<file path="src/rtl/ring_rd_seqr.sv">
// Purpose: sequences ring-buffer reads for one event per L1A (smax samples x NSEQ words), with stall timeout abort.
// Latency: LOAD one cycle after a FIFO head is seen in IDLE; RD is combinational from the registered state; DONE follows the final RD by one cycle.
// Backpressure: RING_AMT or EVT_BUF_AFL withholds RD and parks in STALL; a stall run reaching TIMEOUT aborts the event with EVT_ERR.
module ring_rd_seqr #(
  parameter int NSEQ    = 96,
  parameter int TIMEOUT = 1023
) (
  input  logic        CLK,
  input  logic        RST,
  input  logic [6:0]  SAMP_MAX,
  input  logic        L1A_BUF_MT,
  input  logic        RING_AMT,
  input  logic        EVT_BUF_AFL,
  output logic        LD_ADDR,
  output logic        NXT_L1A,
  output logic        RD,
  output logic        EVT_DONE,
  output logic        EVT_ERR,
  output logic [2:0]  EVT_STATE,
  output logic [6:0]  SEQ,
  output logic [6:0]  SMP,
  output logic [15:0] EVT_CNT
);

  typedef enum logic [2:0] {
    S_IDLE  = 3'd0,
    S_LOAD  = 3'd1,
    S_READ  = 3'd2,
    S_STALL = 3'd3,
    S_DONE  = 3'd4
  } state_e;

  localparam logic [6:0]  SEQ_LAST = 7'(NSEQ - 1);
  localparam logic [15:0] STALL_TO = 16'(TIMEOUT);

  state_e      state_q, state_d;
  logic [6:0]  seq_q, seq_d;
  logic [6:0]  smp_q, smp_d;
  logic [6:0]  smax_q, smax_d;
  logic [15:0] stall_q, stall_d;
  logic        err_q, err_d;
  logic [15:0] cnt_q, cnt_d;
  logic        rd_ok;
  logic        rd_now;

  // Ring may be read only when it has data and downstream has room.
  assign rd_ok  = ~RING_AMT & ~EVT_BUF_AFL;
  assign rd_now = (state_q == S_READ) & rd_ok;

  // Next-state and counter update; illegal encodings fall back to IDLE.
  always_comb begin
    state_d = state_q;
    seq_d   = seq_q;
    smp_d   = smp_q;
    smax_d  = smax_q;
    stall_d = stall_q;
    err_d   = err_q;
    cnt_d   = cnt_q;
    case (state_q)
      S_IDLE: begin
        if (!L1A_BUF_MT && !EVT_BUF_AFL) state_d = S_LOAD;
      end
      S_LOAD: begin
        smax_d  = (SAMP_MAX == 7'd0) ? 7'd1 : SAMP_MAX;
        seq_d   = 7'd0;
        smp_d   = 7'd0;
        stall_d = 16'd0;
        err_d   = 1'b0;
        state_d = S_READ;
      end
      S_READ: begin
        if (rd_ok) begin
          stall_d = 16'd0;
          if (seq_q == SEQ_LAST) begin
            seq_d = 7'd0;
            if (smp_q == smax_q - 7'd1) begin
              // Final word of the event: leave indices at zero for the next one.
              smp_d   = 7'd0;
              state_d = S_DONE;
            end else begin
              smp_d = smp_q + 7'd1;
            end
          end else begin
            seq_d = seq_q + 7'd1;
          end
        end else begin
          state_d = S_STALL;
        end
      end
      S_STALL: begin
        stall_d = stall_q + 16'd1;
        if (stall_q + 16'd1 == STALL_TO) begin
          err_d   = 1'b1;
          state_d = S_DONE;
        end else if (rd_ok) begin
          state_d = S_READ;
        end
      end
      S_DONE: begin
        cnt_d   = cnt_q + 16'd1;
        err_d   = 1'b0;
        state_d = S_IDLE;
      end
      default: begin
        state_d = S_IDLE;
      end
    endcase
  end

  // State registers with synchronous reset taking priority.
  always_ff @(posedge CLK) begin
    if (RST) begin
      state_q <= S_IDLE;
      seq_q   <= 7'd0;
      smp_q   <= 7'd0;
      smax_q  <= 7'd1;
      stall_q <= 16'd0;
      err_q   <= 1'b0;
      cnt_q   <= 16'd0;
    end else begin
      state_q <= state_d;
      seq_q   <= seq_d;
      smp_q   <= smp_d;
      smax_q  <= smax_d;
      stall_q <= stall_d;
      err_q   <= err_d;
      cnt_q   <= cnt_d;
    end
  end

  // Strobes decode the registered state; RST masks them so a reset cycle never pops, loads or reads.
  assign LD_ADDR   = (state_q == S_LOAD) & ~RST;
  assign NXT_L1A   = (state_q == S_LOAD) & ~RST;
  assign RD        = rd_now & ~RST;
  assign EVT_DONE  = (state_q == S_DONE) & ~RST;
  assign EVT_ERR   = (state_q == S_DONE) & err_q & ~RST;
  assign EVT_STATE = state_q;
  assign SEQ       = seq_q;
  assign SMP       = smp_q;
  assign EVT_CNT   = cnt_q;

endmodule

</file>
<file path="config.mk">
export PLATFORM = sky130hd
export DESIGN_NAME = ring_rd_seqr
export DESIGN_NICKNAME = d
export VERILOG_FILES = /design/src/rtl/ring_rd_seqr.sv
export SDC_FILE = /design/constraint.sdc
export NUM_CORES = 1
export LEC_CHECK = 0
export CORE_ASPECT_RATIO = 1.25
export CORE_MARGIN = 3
export CORE_UTILIZATION = 50
export CTS_CLUSTER_DIAMETER = 200
export CTS_CLUSTER_SIZE = 16
export DETAILED_ROUTE_END_ITERATION = 7
export GPL_TIMING_DRIVEN = 0
export PLACE_DENSITY = 0.75
export SLEW_MARGIN = 5
export SYNTH_ARGS = -nofsm -noshare
export SYNTH_HDL_FRONTEND = slang
export SYNTH_SLANG_ARGS = --single-unit
</file>
<file path="constraint.sdc">
create_clock -name CLK -period 3.2 [get_ports CLK]
set_clock_uncertainty 0.1 [all_clocks]
set_input_delay 0.64 -clock CLK [delete_from_list [all_inputs] [get_ports CLK]]
set_output_delay 0.64 -clock CLK [all_outputs]
set_load 0.02 [all_outputs]
</file>
=== Yosys cells after proc, flatten, opt, wreduce, memory -nomap -nowiden ===
Cells that the tools add are included.
Widths: inputs -> output; s select.

* Add/sub/neg operators: 5
* Equality and inequality tests: 14
* Multiplexer cells: 19
* Bitwise logic cells: 10
* Reduce and logical (&&, ||, !) cells: 14

{| class="wikitable"
|+ Operator list
! kind !! count
|-
| $pmux 16 s3 || 1
|-
| $mux 7 || 6
|-
| $add 16x1->16 const B || 2
|-
| $pmux 7 s2 || 2
|-
| $mux 3 || 6
|-
| $eq 16x10->1 const B || 1
|-
| $mux 16 || 1
|-
| $add 7x1->7 const B || 2
|-
| $pmux 3 s4 || 1
|-
| $and 1x1->1 || 7
|-
| $eq 7x7->1 || 1
|-
| $eq 7x7->1 const B || 1
|-
| $logic_not 7->1 || 1
|-
| $sub 7x1->7 const B || 1
|-
| $eq 3x2->1 const B || 2
|-
| $ne 2x2->1 const B || 3
|-
| $ne 3x2->1 const B || 2
|-
| $reduce_and 2->1 || 3
|-
| $reduce_and 4->1 || 1
|-
| $reduce_bool 2->1 || 2
|-
| $eq 3x1->1 const B || 1
|-
| $eq 3x3->1 const B || 1
|-
| $logic_not 3->1 || 1
|-
| $ne 3x3->1 const B || 1
|-
| other kinds (9) || 12
|}

* Register bits: 57
* Output and inout port bits: 38
* Logic and storage cells: 69

=== Logic depth before layout (Yosys ltp) ===
* Depth after elaboration: 6
* Gate-level depth with buffers: 10
* Gate-level depth less buffers: 8

=== Worst setup path after synthesis ===
OpenSTA, ideal clock, no wires.

* Kind: register to output
* Start: register state_q[1] (netlist: EVT_STATE[1])
* End: output EVT_ERR
* Arrival time: 1682 ps
* Path slack: 778 ps
* Stages on the path, launching flop included: 5
* Path through: dfxtp_1 buf_4 nor3b_2 nor2b_1 and2_1

* Word-level cells in the longest chain between the ends: 3

{| class="wikitable"
|+ RTL lines
! element !! line !! text
|-
| from (decl) || 36 || <nowiki>state_e state_q, state_d;</nowiki>
|-
| from (signal assigned) || 121 || <nowiki>state_q <= state_d;</nowiki>
|-
| $eq 3x3->1 || 136 || <nowiki>assign EVT_ERR = (state_q == S_DONE) & err_q & ~RST;</nowiki>
|-
| $and 1x1->1 (2 in a row) || 136 ||
|-
| to (decl) || 18 || <nowiki>output logic EVT_ERR,</nowiki>
|}

No other way between the ends.

=== Worst setup path after layout ===
* Start: input RST
* End: output NXT_L1A

* Word-level cells in the longest chain between the ends: 2

{| class="wikitable"
|+ RTL lines
! element !! line !! text
|-
| from (decl) || 9 || <nowiki>input logic RST,</nowiki>
|-
| $not 1->1 || 133 || <nowiki>assign NXT_L1A = (state_q == S_LOAD) & ~RST;</nowiki>
|-
| $and 1x1->1 || 133 ||
|-
| to (decl) || 15 || <nowiki>output logic NXT_L1A,</nowiki>
|}

No other way between the ends.

==> summary.md <==
| Metric | Value |
|---|---|
| Pre-antenna DRT Iters | `4` |
| Sequential area share after synthesis | `a little over a third` |
| Met1 global-route usage | `between 20% and 30%` |
| Post-DP HPWL | `5799 um` |
| Core ar. | `0.006246 mm^2` |
| Drt initial violations | `around 160` |
| RR Startpoint | `stall_q[1]` |
| Core Rows | `32` |
| Final Cell Area | `0.004050 mm^2` |
| Insertion delay to the later sink of the worst-skew pair | `around 0.34 ns` |
| Synth Cell Area | `0.003261 mm^2` |
| Leak | `1.436 nW` |
| Die Height | `96.29 um` |
| Worst-path fanout max | `5` |
| Input/output buffers | `49` |
| Cts hold-fix bufs | `0` |
| GRT busiest layer | `met2` |
| Antenna viol nets, final | `0` |
| Share of Yosys cell area claimed by the top area cell type | `between 30% and 40%` |
| Fin nets | `slightly below 500` |
| Drt total wl | `8066 um` |
| Crit start category | `input port` |
| Final TNS setup | `0 ns` |
| Syn_area_per_cell | `approximately 8.1 um^2` |
| Crit path kind | `input port to output port` |
| Vias in the first global route | `2,929` |
| H-tree lvl count | `3` |
| Clock root cell | `clkbuf_8` |
| Vias/cell | `5.730` |
| FF/Latch Area | `0.001141 mm^2` |
| Critical Path Sink Type | `output port` |
| Status | `finished, final reports clean` |
| CTS tree | `yes` |
| Filler cell count | `roughly 580` |
| Critical Path, Cell by Cell | `clkdlybuf4s50_1, nor2_1, nand2_1, nor2_1, buf_4, clkdlybuf4s50_1` |
| Tmin final | `approximately 3.0 ns` |
| DR WL/cell | `roughly 15 um` |
| Fmax achieved | `0.3328 GHz` |
| Multi-input gate area | `0.001963 mm^2` |
| Routability cong. | `approximately 1.0` |
| First-pass GRT wire length | `roughly 13,000 um` |
| Yosys warns | `0` |
| Final Setup Violations | `0` |
| Slowest cell on crit path | `clkdlybuf4s50_1` |
| Post-CTS Setup Bufs | `0` |
| Layout area overhead | `24.21%` |
| Initial Utilization | `52.20%` |
| Largest net degree at the start of global routing | `12` |
| RSZ-0062 raised after global routing | `no` |
| Synth Flop Type | `dfxtp_1` |
| # IOs | `50` |
| Number of buffers created by CTS | `9` |
| GRT met3 Usage | `3.745%` |
| Synth area leaders | `dfxtp_1 35%, nor2_1 6.4%, xor2_1 5.6%` |
| Die outline width | `a little under 80 um` |
| Cell count after synthesis | `405` |
| CP startpoint | `RST` |
| WP data required | `2.46 ns` |
| Cell area power density | `around 500 mW/mm^2` |
| Library cells used by synthesis | `62` |
| Hold Vio Cnt, Final | `0` |
| Clock-pin slew on the worst setup and hold paths | `0.07 ns` |
| Largest area contributor in the netlist | `dfxtp_1` |
| Net Count, Synth | `423` |
| Flops & latches, synth | `57` |
| Final Slew Violations | `0` |
| Final Cycle Share | `between 90% and 100%` |
| Normalized max-slew margin | `51.87%` |
| Clock buffer depth | `2` |
| Die ar. | `between 0.007 and 0.008 mm^2` |
| Remaining DRCs | `0` |
| CP peak stage delay | `0.59 ns` |
| Overflow after GRT | `0` |
| Initial antenna violation count | `0` |
| TritonCTS Sinks | `57` |
| Vias post-DR | `3,180` |
| Max cap viols | `0` |
| Met2 Use GR | `37.36%` |
| Hold WC Path Type | `flip-flop to flip-flop` |
| Slew of the pin with the lowest slew margin | `0.7193 ns` |
| Hold_sp | `err_q` |
| Async SR Flop Fraction | `0%` |
| CP arrival | `2.26 ns` |
| Share of layout cells above drive strength 1 | `8.298%` |
| All-Layer GR Usage | `22.38%` |
| Number of flops mapped to enable cells by yosys | `0` |
| Placed Area | `0.003857 mm^2` |
| N_diodes | `0` |
| Max VDD drop | `0.2888 mV` |
-- power by group --
part / internal (mW) / leakage (nW) / switching (mW) / total, mW
Combinational: 0.258 / 0.884 / 0.371 / 0.629
Sequential: 0.746 / 0.460 / 0.0390 / 0.785
Clock: 0.303 / 0.0922 / 0.308 / 0.610
Total: 1.31 / 1.44 / 0.718 / 2.02
-- worst max-delay path, delay by kind of cell --
| kind | cells | cell delay (ns) |
|---|---|---|
| buffers and inverters | 3 | 1.22 |
| AND/OR/NAND/NOR | 3 | 0.40 |
-- cells by family (layout without fill, tap and decap cells) --
family | count (synthesis) | in the layout | share of synthesized area, %
buffers and inverters | 33 | 98 | 5.065
adder cells (fa/ha/maj) | 6 | 6 | 2.302
multiplexers | 3 | 3 | 0.9210
AND/OR/NAND/NOR | 195 | 195 | 31.73
XOR/XNOR | 33 | 33 | 9.286
flip-flops | 57 | 57 | 35.00
AO/OA/AOI/OAI | 78 | 78 | 15.70
-- state kept, by name, indices dropped and copies added (netlist names) --
register and flops:
EVT_CNT 16, EVT_STATE 3, stall_q 16, SEQ 7, SMP 7, smax_q 7
err_q 1
-- path summary, 6_finish.rpt --
kind / to / slack [ns] / depth (start not counted)
worst max-delay path: NXT_L1A / 0.20 / 6
worst min-delay path: err_q / 0.37 / 1
worst min register to register: err_q / 0.37 / 1
worst max register to register: EVT_STATE[2] / 0.59 / 8
-- per-stage QoR --
stage	utilization, %	total power [mW]	setup slack [ns]	hold slack, ns	std cells
2_1_floorplan	-	1.245	0.7783	0.3323	405
3_3_place_gp	61.76	1.411	0.03429	0.3515	539
3_5_place_dp	61.76	1.418	0.01737	0.3554	539
4_1_cts	64.66	2.030	0.009206	0.3733	555
5_1_grt	64.84	2.132	0.09749	0.3834	555
6_report	64.84	2.024	0.1951	0.3688	555
-- synthesized netlist by cell type (3+ instances only) --
library cell	count
mux2i_1	3
nand3b_1	4
nor4_1	3
nand3_1	14
or3_1	5
dfxtp_1	57
xor2_1	21
and2_1	3
nand4_1	20
nor3_1	20
inv_1	9
xnor2_1	11
o21ai_0	15
ha_1	6
a211oi_1	4
nand2_1	34
a21oi_1	30
clkbuf_1	15
buf_2	3
and4_1	5
nor2b_1	3
buf_6	4
and3_1	8
nor2_1	56
-- what timing repair did --
action | 4_1_cts | 5_1_grt
gates resized for setup | 0 | 3
hold endpoints to repair | 0 | 0
endpoints found under the setup margin | 0 | 2
-- placed cells by master (no fill, tap or decap), types with 3 or more instances in the layout --
cell type / netlist / routed
and2_1: 3 / 3
mux2i_1: 3 / 3
clkbuf_8: 0 / 10
and3_1: 8 / 8
o21ai_0: 15 / 15
or3_1: 5 / 5
nor4_1: 3 / 3
nand3_1: 14 / 14
xnor2_1: 11 / 11
nand4_1: 20 / 20
a211oi_1: 4 / 4
xor2_1: 21 / 21
inv_1: 9 / 9
dfxtp_1: 57 / 57
buf_6: 4 / 4
ha_1: 6 / 6
nor3_1: 20 / 20
nand2_1: 34 / 34
nand3b_1: 4 / 4
buf_2: 3 / 3
and4_1: 5 / 5
clkbuf_1: 15 / 15
nor2b_1: 3 / 3
clkinv_4: 0 / 3
clkdlybuf4s50_1: 0 / 48
a21oi_1: 30 / 30
nor2_1: 56 / 55
-- routing by layer --
layer | routed length (um) | share of wire [%]
met1 | 3582 | 44
met2 | 4057 | 50
met3 | 276 | 3.4
met4 | 150 | 1.9
met5 | 0 | 0
-- final cells by class --
| type | count | area share [%] |
|---|---|---|
| sequential | 57 | 28.17 |
| timing repair buffer | 49 | 12.17 |
| clock inverter | 6 | 1.081 |
| tap | 85 | 2.626 |
| buffer | 24 | 3.244 |
| clock buffer | 10 | 3.398 |
| inverter | 9 | 0.8341 |
| multi-input combinational | 315 | 48.47 |
Note: power is estimated with default switching activity, not from simulation.
